### src/rtl/ralu_pkg.sv
// Shared encodings for the register-ALU datapath: B micro-op codes, FSM states,
// flag bit positions and common ALU function-select triplets.
package ralu_pkg;

  typedef enum logic [2:0] {
    B_HOLD = 3'b000,
    B_SHL  = 3'b001,
    B_SHR  = 3'b010,
    B_ROL  = 3'b011,
    B_ROR  = 3'b100,
    B_SAR  = 3'b101,
    B_LOAD = 3'b110,
    B_RSVD = 3'b111
  } b_op_e;

  typedef enum logic [1:0] {
    IDLE,
    SHIFT,
    EXEC
  } state_e;

  localparam int FLAG_C = 0;
  localparam int FLAG_V = 1;
  localparam int FLAG_Z = 2;
  localparam int FLAG_N = 3;

  typedef struct packed {
    logic [3:0] s;
    logic       m;
    logic       p_in;
  } alu_cfg_t;

  localparam alu_cfg_t ALU_ADD    = '{s: 4'b1001, m: 1'b0, p_in: 1'b0};
  localparam alu_cfg_t ALU_SUB    = '{s: 4'b0110, m: 1'b0, p_in: 1'b1};
  localparam alu_cfg_t ALU_PASS_A = '{s: 4'b1111, m: 1'b1, p_in: 1'b0};
  localparam alu_cfg_t ALU_XOR    = '{s: 4'b0110, m: 1'b1, p_in: 1'b0};

  function automatic logic is_shift(b_op_e op);
    return op inside {B_SHL, B_SHR, B_ROL, B_ROR, B_SAR};
  endfunction

endpackage

### src/rtl/param_alu.sv
// Combinational W-bit ALU core with the classic 4-bit S/M/carry-in function set;
// p_out is the active-high carry of the arithmetic sum.
module param_alu #(
  parameter int WIDTH = 8
) (
  input  logic [WIDTH-1:0] a,
  input  logic [WIDTH-1:0] b,
  input  logic [3:0]       s,
  input  logic             m,
  input  logic             p_in,
  output logic [WIDTH-1:0] r,
  output logic             p_out,
  output logic             ovf
);

  logic [WIDTH-1:0] x;
  logic [WIDTH-1:0] y;
  logic [WIDTH:0]   sum;

  // Every function is x + y + p_in in arithmetic mode and ~(x ^ y) in logic mode.
  always_comb begin
    x     = a | ({WIDTH{s[0]}} & b) | ({WIDTH{s[1]}} & ~b);
    y     = ({WIDTH{s[3]}} & a & b) | ({WIDTH{s[2]}} & a & ~b);
    sum   = {1'b0, x} + {1'b0, y} + {{WIDTH{1'b0}}, p_in};
    r     = m ? ~(x ^ y) : sum[WIDTH-1:0];
    p_out = sum[WIDTH];
    ovf   = (x[WIDTH-1] == y[WIDTH-1]) && (sum[WIDTH-1] != x[WIDTH-1]);
  end

endmodule

### src/rtl/ralu_param.sv
// Parametrised register-ALU datapath: GPR file, operand registers A/B with a
// bit-serial B shifter, ALU core, registered flags and a valid/ready micro-op FSM.
module ralu_param
  import ralu_pkg::*;
#(
  parameter  int WIDTH  = 8,
  parameter  int N_REGS = 8,
  localparam int AW     = $clog2(N_REGS),
  localparam int SW     = $clog2(WIDTH)
) (
  input  logic             clock,
  input  logic             reset,
  input  logic [WIDTH-1:0] data_in,
  input  logic [3:0]       s,
  input  logic             m,
  input  logic             p_in,
  input  logic             op_valid,
  output logic             op_ready,
  input  logic             ld_a,
  input  logic             a_src,
  input  logic [2:0]       b_op,
  input  logic [SW-1:0]    sh_cnt,
  input  logic             isl,
  input  logic             isr,
  input  logic             wr,
  input  logic             wr_sel,
  input  logic [AW-1:0]    adr_a,
  input  logic [AW-1:0]    adr_b,
  input  logic [AW-1:0]    adr_w,
  output logic [WIDTH-1:0] r,
  output logic             p_out,
  output logic             osl,
  output logic             osr,
  output logic [3:0]       flags,
  output logic             done
);

  state_e           state, next_state;
  logic [WIDTH-1:0] a_reg, b_reg;
  logic [WIDTH-1:0] gpr [N_REGS];
  logic [SW-1:0]    cnt;
  b_op_e            op_q;
  logic             isl_q, isr_q, wr_q, wr_sel_q;
  logic [AW-1:0]    adr_w_q;
  logic             ovf;

  b_op_e            b_op_in, sh_op;
  logic             accept, sh_isl, sh_isr;
  logic [WIDTH-1:0] sh_b;
  logic             sh_osl, sh_osr;

  assign b_op_in  = b_op_e'(b_op);
  assign op_ready = (state == IDLE);
  assign accept   = op_ready && op_valid;

  param_alu #(.WIDTH(WIDTH)) u_alu (
    .a    (a_reg),
    .b    (b_reg),
    .s    (s),
    .m    (m),
    .p_in (p_in),
    .r    (r),
    .p_out(p_out),
    .ovf  (ovf)
  );

  always_ff @(posedge clock or posedge reset) begin
    if (reset) state <= IDLE;
    else       state <= next_state;
  end

  always_comb begin
    next_state = state;
    unique case (state)
      IDLE:    if (op_valid) next_state = (is_shift(b_op_in) && sh_cnt != '0) ? SHIFT : EXEC;
      SHIFT:   if (cnt == SW'(1)) next_state = EXEC;
      EXEC:    next_state = IDLE;
      default: next_state = IDLE;
    endcase
  end

  // The first shift step happens on the accept edge, so it uses the live fields.
  always_comb begin
    sh_op  = accept ? b_op_in : op_q;
    sh_isl = accept ? isl : isl_q;
    sh_isr = accept ? isr : isr_q;
    sh_b   = b_reg;
    sh_osl = osl;
    sh_osr = osr;
    case (sh_op)
      B_SHL: begin sh_b = {b_reg[WIDTH-2:0], sh_isl};       sh_osl = b_reg[WIDTH-1]; end
      B_SHR: begin sh_b = {sh_isr, b_reg[WIDTH-1:1]};       sh_osr = b_reg[0];       end
      B_ROL: begin sh_b = {b_reg[WIDTH-2:0], b_reg[WIDTH-1]}; sh_osl = b_reg[WIDTH-1]; end
      B_ROR: begin sh_b = {b_reg[0], b_reg[WIDTH-1:1]};     sh_osr = b_reg[0];       end
      B_SAR: begin sh_b = {b_reg[WIDTH-1], b_reg[WIDTH-1:1]}; sh_osr = b_reg[0];     end
      default: ;
    endcase
  end

  always_ff @(posedge clock or posedge reset) begin
    if (reset) begin
      a_reg    <= '0;
      b_reg    <= '0;
      osl      <= 1'b0;
      osr      <= 1'b0;
      flags    <= '0;
      done     <= 1'b0;
      cnt      <= '0;
      op_q     <= B_HOLD;
      isl_q    <= 1'b0;
      isr_q    <= 1'b0;
      wr_q     <= 1'b0;
      wr_sel_q <= 1'b0;
      adr_w_q  <= '0;
      for (int unsigned i = 0; i < unsigned'(N_REGS); i++) gpr[i] <= '0;
    end else begin
      done <= (state == EXEC);
      if (accept) begin
        op_q     <= b_op_in;
        cnt      <= sh_cnt;
        isl_q    <= isl;
        isr_q    <= isr;
        wr_q     <= wr;
        wr_sel_q <= wr_sel;
        adr_w_q  <= adr_w;
        if (ld_a) a_reg <= a_src ? data_in : gpr[adr_a];
        if (b_op_in == B_LOAD) begin
          b_reg <= gpr[adr_b];
        end else if (is_shift(b_op_in)) begin
          b_reg <= sh_b;
          osl   <= sh_osl;
          osr   <= sh_osr;
        end
        if (wr && !wr_sel) gpr[adr_w] <= data_in;
      end
      if (state == SHIFT) begin
        b_reg <= sh_b;
        osl   <= sh_osl;
        osr   <= sh_osr;
        cnt   <= cnt - SW'(1);
      end
      if (state == EXEC) begin
        flags[FLAG_N] <= r[WIDTH-1];
        flags[FLAG_Z] <= (r == '0);
        flags[FLAG_V] <= m ? 1'b0 : ovf;
        flags[FLAG_C] <= m ? 1'b0 : p_out;
        if (wr_q && wr_sel_q) gpr[adr_w_q] <= r;
      end
    end
  end

endmodule

### config.mk
export PLATFORM = sky130hd
export DESIGN_NAME = ralu_param
export DESIGN_NICKNAME = d
export VERILOG_FILES = /design/src/rtl/ralu_pkg.sv /design/src/rtl/param_alu.sv /design/src/rtl/ralu_param.sv
export SDC_FILE = /design/constraint.sdc
export NUM_CORES = 1
export LEC_CHECK = 0
export CORE_MARGIN = 2
export CORE_UTILIZATION = 55
export DETAILED_ROUTE_END_ITERATION = 8
export PLACE_DENSITY = 0.86
export SLEW_MARGIN = 10
export SYNTH_ARGS = -nofsm -noshare
export SYNTH_HDL_FRONTEND = slang
export SYNTH_HIERARCHICAL = 1
export SYNTH_SLANG_ARGS = --single-unit
### constraint.sdc
create_clock -name clock -period 3.75 [get_ports clock]
set_clock_uncertainty 0.05 [all_clocks]
set_input_delay 0.75 -clock clock [delete_from_list [all_inputs] [get_ports clock]]
set_output_delay 0.75 -clock clock [all_outputs]
set_load 0.01 [all_outputs]
======== Word-level counts from Yosys, hierarchy flattened ========
Index checks and enable logic that the tools add are counted.
Widths: inputs -> output; s select.
storage, ports and cells
  word-level logic and storage cells ...... 131
  output and inout port bits .............. 17
  bits in registers ....................... 102
  bits of input ports ..................... 38
operators by class
  $lt $le $gt $ge ......................... 6
  eq/ne operators ......................... 19
  muxes and demuxes ....................... 44
  bitwise logic cells ..................... 16
  reductions and logical operators ........ 21
  add/subtract/negate cells ............... 3
operator list
  kind                number
  $mux 64             4
  $bwmux 64           2
  $mux 8              12
  $and 8x8->8         6
  $bmux 8 s3          2
  $demux 8 s3         2
  $pmux 8 s5          1
  $or 8x8->8          3
  $ge 4x4->1 const B  4
  $not 3->4           4
  $not 8->8           2
  $eq 3x3->1 const B  5
  $mux 1              14
  $eq 3x2->1 const B  4
  $add 8x8->9         1
  $add 9x1->9         1
  $eq 3x1->1 const B  3
  $mux 3              3
  $logic_not 8->1     1
  $lt 4x1->1 const B  2
  $xor 8x8->8         1
  $logic_and 1x1->1   7
  $mux 2              3
  $reduce_and 2->1    3
  other kinds (16)    19

======== Logic depth before layout (Yosys ltp) ========
  depth in word-level cells ............... 11
  gate-level depth with buffers ........... 14
  depth with buffers taken out ............ 13

======== Hierarchy ========
The synthesis kept the hierarchy.
modules (own cells, without submodules)
  module      sequential area each (sq um)  instances  area an instance (sq um)  cells an instance
  ralu_param  2,552.4                       1          6,070.8                   615
  param_alu   0.0                           1          660.6                     88

======== Least setup slack after synthesis ========
OpenSTA, ideal clock, no wires.
  path kind ............................... input to output
  from .................................... in s[0]
  to ...................................... out r[4]
  data arrival time ....................... 2.630 ns
  stages .................................. 10
  required time ........................... 2.950 ns
  path slack .............................. 0.320 ns
  path buffers ............................ 1
  cell sequence ........................... clkbuf_1 -> a211o_1 -> inv_2 -> fa_1 -> inv_1 -> fa_1 -> a21oi_1 -> nor2b_1 -> or3_1 -> xor2_1
between the ends
  cells in the longest elaborated chain, start to end .. 6
  elaborated cells between the ends (all ways) .. 8
  those cells by class .................... add/sub: 2; mux: 1; bitwise: 5
ends and longest elaborated chain
  element                                            line                              RTL
  from (decl)                                        ralu_param.sv:14                  input logic [3:0] s,
  $and 8x8->8 *                                      param_alu.sv:22                   x = a | ({WIDTH{s[0]}} & b) | ({WIDTH{s[1]}} & ~b);
  $or 8x8->8 * (2 in a row)                          param_alu.sv:22
  $add 8x8->9 / $xor 8x8->8 (equally long branches)  param_alu.sv:24, param_alu.sv:25
  $add 9x1->9 / $not 8->8 (equally long branches)    param_alu.sv:24, param_alu.sv:25
  $mux 8 *                                           param_alu.sv:25                   r = m ? ~(x ^ y) : sum[WIDTH-1:0];
  to (decl)                                          ralu_param.sv:30                  output logic [WIDTH-1:0] r,
Mark *: on every way between the ends. The rest lies on a longest branch, timed or not.

======== Worst setup path in the final report ========
Ends and elaborated chain as after synthesis.

==> reports/summary.txt <==
post-route minimum period - 3690 ps
leakage - 3.53 nW
critical path capture point type - output port
startpoint types - input port
max reg flops - 64
DRC Markers - 0
multi-input logic area - 0.00391 sq mm
largest net degree at the start of global routing - 64
peak supply drop - 318 uV
sequential cell area - 0.00255 sq mm
Core Area - 0.0120 sq mm
Hold WS - 435 ps
WS Path Type - in -> out
Worst path max stage delay - 350 ps
PD cells - 784 mW/mm^2
WHS Endpoint - flags[0]$_DFFE_PP0P_
dominant synthesized flop cell - dfrtp_1
highest routed metal layer - met4
worst-margin pin slew - 817 ps
clk slew on worst S/H paths - 60 ps
vias in the first global route - 5937
Fin. Hold Viols - 0
crit path max fanout - 2
Setup-failing EPs final - 0
family with the most delay on the worst path - adder cells
Max Fclk - 0.271 GHz
clk root buf - clkbuf_16
MaxCap Viol Count - 0
Post-DP HPWL - 13100 um
Detail Route Antenna Nets - 0
synthesis-to-layout area growth - 18.1%
period utilization - 98.5%
First DRT Iteration DRCs - 713
total grt overflow - 0
sequential area share after synthesis - 37.9%
I/O pin count - 55
hold crit path type - reg -> reg
CP max stage cell - fa_2
Die ar. - 0.0131 sq mm
clk_lat worst skew - 360 ps
Mapped Area - 0.00673 sq mm
setup TNS - 0 ps
share of layout cells above drive strength 1 - 16.4%
RSZ-0062 raised after global routing - no
r2r worst-path depth - 16
gpl congestion - 0.931
Rows - 40
initial antenna violation count - 0
Synth async-reset ratio - 100%
reg2reg end - flags[2]$_DFFE_PP0P_
CTS H-tree lvls - 3
first-pass GRT wire length - 30900 um
Mapped Cells - 703
Starting Density - 56.3%
Synth Area per Inst - 9.58 sq um
Placement Cell Area - 0.00758 sq mm
# port buffers - 54
Synth cell types - 59
routed wire length - 19300 um
worst hold path depth - 2
Buf+Inv Stages, Crit Path - 4
clk sinks - 102
Slew HR - 45.5%
hold path startpoint - flags[0]$_DFFE_PP0P_
Nets - 807
CTS tree - done
Synthesis Warnings - 6
Arrival @ worst endpoint - 2890 ps
hold_buf cts - 0
DR vias - 6048
vias per inst - 6.66
layout filler cell count - 879
status - finished clean
gr usage total - 30.6%
r2r setup slk - 380 ps
syn nets - 753
launching point of the worst reg2reg path - a_reg[0]$_DFFE_PP0P_
routed len/inst - 21.2 um
met1 wire length - 7100 um
buffer depth of the longest clock path - 2
synthesized flop and latch total - 102
1st-pass router iterations - 6
die width - 115 um
fin. max-slew vios - 0
post-route cell area - 0.00795 sq mm
Die Y - 115 um
CTS Buf Count - 9
Cell Chain, Critical Path - dlygate4sd2_1 > a211o_1 > inv_2 > fa_2 > inv_2 > fa_2 > a21oi_2 > nor2b_1 > or3_1 > xor2_1 > buf_2
n_diodes - 0
met2 wire length - 9550 um
Crit path required time - 2950 ps
Post-synth EDFFs - 0
met3 wire length - 1900 um
stage by stage:
| step | util (%) | power [mW] | instances | worst slack (ps) |
|---|---|---|---|---|
| after floorplan | - | 3.85 | 703 | 275 |
| after global placement | 63.3 | 4.86 | 888 | -678 |
| after detailed placement | 63.3 | 5.05 | 888 | -748 |
| after CTS | 66.3 | 6.14 | 905 | 5.53 |
| after global routing | 66.5 | 6.59 | 908 | 4.34 |
| final | 66.5 | 6.23 | 908 | 57.5 |
worst register-to-register path, stage by stage (launching register included):
cell	delay, ps
dfrtp_1	450
a211o_1	340
inv_2	70
fa_2	200
inv_2	40
fa_2	350
a21oi_2	200
nor2b_1	60
or3_1	330
xor2_1	160
buf_4	130
buf_4	120
buf_4	160
nor4_1	330
buf_4	190
nand3_1	80
nand2_1	70
cell usage after synthesis (all sizes together), types with 4 or more instances:
| master | n | area [sq um] |
|---|---|---|
| nor3b | 7 | 52.6 |
| clkbuf | 42 | 158 |
| buf | 18 | 83.8 |
| nor2 | 33 | 131 |
| mux2 | 5 | 56.3 |
| nor2b | 19 | 119 |
| o21a | 6 | 45.0 |
| inv | 21 | 78.8 |
| a21oi | 26 | 130 |
| ha | 10 | 125 |
| nand2 | 111 | 417 |
| nor3 | 8 | 51.3 |
| nand2b | 9 | 63.8 |
| mux2i | 80 | 801 |
| nand3b | 6 | 45.0 |
| xor2 | 4 | 35.0 |
| o22ai | 8 | 50.1 |
| nand3 | 11 | 55.1 |
| a211o | 11 | 96.3 |
| o32ai | 6 | 52.6 |
| dfrtp | 102 | 2550 |
| nor4 | 5 | 31.3 |
| mux4 | 32 | 721 |
| o21ai | 79 | 399 |
| a221oi | 8 | 70.1 |
final cells by class:
class                           instances  area share [%]
Clock buffer                            9            2.83
Clock inverter                          6            1.37
Inverter                               21            1.02
Multi-Input combinational cell        520            49.2
Sequential cell                       102            32.1
Tap cell                              147            2.31
Timing Repair Buffer                  103            11.2
kinds of logic (layout without fill, tap and decap cells):
| family | Yosys count | in the layout | synth area share [%] |
|---|---|---|---|
| compound gates | 162 | 162 | 14.7 |
| xor+xnor | 7 | 7 | 0.911 |
| fa+ha+maj | 12 | 12 | 2.45 |
| buf+inv | 81 | 139 | 4.76 |
| flops | 102 | 102 | 37.9 |
| mux | 117 | 117 | 23.4 |
| simple gates | 222 | 222 | 15.9 |
layer usage:
layer	track usage [%]	vias up
li1	-	2637
met1	37.8	2948
met2	51.8	389
met3	7.15	74
met4	12.7	0
met5	0	-
how the worst max path moves through the flow:
stage	slack, ps	cells past startpoint	end	startpoint
global placement	-680	12	r[4]	s[1]
CTS	6	11	r[4]	s[0]
floorplan	270	1	a_reg[0]$_DFFE_PP0P_	reset
global route	4	11	r[6]	s[0]
finish	60	11	r[4]	s[0]
detailed placement	-750	12	r[6]	s[1]
cell usage in the layout, fill, tap and decap left out, types with 11 or more instances in the layout:
master	instances
inv_1	18
a21oi_1	24
nand3_1	11
dfrtp_1	102
nor2b_1	19
o21ai_1	27
nand2_1	110
nor2_1	32
buf_4	48
clkdlybuf4s50_1	42
o21ai_0	51
a211o_1	11
mux2i_1	80
mux4_2	32
what timing repair did:
action                                  CTS  global route
pin swaps                                 9             9
hold endpoints to repair                  0             0
buffers inserted                          2             3
resized for setup                        34             2
gates cloned                              0             0
endpoints found under the setup margin    8             3
power breakdown:
part | switching [mW] | internal [mW]
registers | 0.486 | 1.57
clock network | 0.425 | 0.649
logic | 1.62 | 1.48
No activity file was read; power rests on OpenSTA's default activity.
==> patch (config.mk and constraints unchanged) <==
Set the parameter `N_REGS` to 16 (it was 8).
--- a/src/rtl/ralu_param.sv
+++ b/src/rtl/ralu_param.sv
@@ -5,5 +5,5 @@
 #(
   parameter  int WIDTH  = 8,
-  parameter  int N_REGS = 8,
+  parameter  int N_REGS = 16,
   localparam int AW     = $clog2(N_REGS),
   localparam int SW     = $clog2(WIDTH)
Interface: changed (resized adr_a, adr_b and adr_w); port bits go from 55 to 58. No check against the original RTL was run, so the function may have changed too.
==> patch against the original RTL <==
- critical path depth up 1
- sequential cell count up 65
- wire length up 56%
- final cell count up 52%
- largest cell class unchanged
- hold slack worse by 0.0070 ns
- fmax up 0.68%
- final area up 58%
- worst setup slack better by 0.025 ns
- power up 49%
- largest power group unchanged
- synthesized area up 62%
==> patch: results (changes against the original RTL) <==
H-tree levels -> 4 (+1)
Syn Nets -> 1103 (+46%)
Synth Area in Compound Gates -> 10.8% (-3.9 points)
Routability Congestion -> 0.877 (-5.8%)
TritonCTS buffer count -> 17 (+8)
Number of global-route vias before repair -> 8764 (+48%)
Clk_lat worst skew -> 0.44 ns (+0.08 ns)
Lkg Pwr -> 0.00535 uW (+52%)
Drt first pass iters -> 7 (+1)
Xor/xnor share of the synthesized area -> 0.563% (-0.35 points)
Max IR drop VDD -> 0.000450 V (+41%)
Slew at the pin closest to its max-slew limit -> 1.19 ns (+0.369 ns)
Post-Place Cells -> 1337 (+51%)
Filler cells -> 1421 (+62%)
CP max-delay cell -> or3_1
Global-route wire length before repair -> 47.7 mm (+54%)
Top Family by Delay on Critical Path -> simple AND/OR/NAND/NOR gates
Synth area leaders -> dfrtp_1 (38%), mux4_2 (15%), mux2i_1 (15%), nand2_1 (5.2%), o21ai_0 (5.0%)
Vias/cell -> 6.47 (-2.9%)
Dpl cell area -> 11900 sq um (+57%)
Crit path launch -> s[1]
Adder-cell area share of the yosys netlist -> 1.52% (-0.94 points)
Max reg flops -> 128 (+100%)
Dpl hpwl -> 20.0 mm (+53%)
Final cell count without fillers -> 1377 (+52%)
Worst slack at placement -> -0.724 ns (+0.0240 ns)
Status -> finished, final reports clean
Mux cell area share after synthesis -> 31.2% (+7.7 points)
Largest net degree at the start of global routing -> 92 (+44%)
Global Route Usage Sum -> 30.1% (-0.47 points)
Distinct cells, synth -> 62 (+5.1%)
Cells after Synth -> 1050 (+49%)
Crit-path max cell delay -> 0.37 ns (+0.02 ns)
[patch: changes by cell type after synthesis, moves of 9 or more]
cell      unedited run  this run
o21ai_0             51       108
nor2_1              32        63
clkbuf_1            42        53
a21oi_1             26        50
nor2_2               0         9
buf_2                4        16
mux4_2              32        74
o21ai_1             27         9
dfrtp_1            102       167
mux2i_1             80       163
nand2_1            111       150
[patch: logic make-up (layout without fill, tap and decap cells)]
group                      count (synthesis)  in the layout
AOI/OAI and AO/OA                        208            208
xor gates and xnor gates                   7              7
adders and majority gates                 12             12
buffers and inverters                    108            170
DFF                                      167            167
muxes                                    244            244
and+or+nand+nor                          304            304
[patch: where the power goes]
| group | switching (uW) | internal (uW) |
|---|---|---|
| logic | 2340 | 2060 |
| clock network | 793 | 996 |
| registers | 629 | 2460 |
[patch: cell type report]
cell class	count	area, sq um	share of cell area [%]
flip-flops and latches	167	4180	33.3
multi-input cells	775	6310	50.2
clock buffers	17	425	3.39
well taps	265	332	2.64
inverters	16	63.8	0.508
clock inverters	15	169	1.35
repair buffers	122	1080	8.61
[patch: routing by layer]
metal / global-route usage, % / up-vias / routed length, um
met5: 0 / - / 0
met4: 11.5 / 0 / 820
met3: 6.58 / 86 / 2770
met2: 49.9 / 521 / 15000
met1: 39.2 / 4398 / 11500
li1: - / 3902 / -
[patch: repair_timing]
action / in CTS / in global routing
setup buffers: 6 / 2
pin swaps: 9 / 7
gates cloned: 0 / 0
gates resized for setup: 32 / 11
setup endpoints to repair: 8 / 5
[patch: worst paths after layout]
check,end,depth (start not counted),slack (ns)
max,r[4],12,0.08
min,wr_q,2,0.43
min reg2reg,wr_q,2,0.43
max reg2reg,flags[2],14,0.50
min in group asynchronous,gpr[41],2,0.53
max in group asynchronous,gpr[118],3,2.30
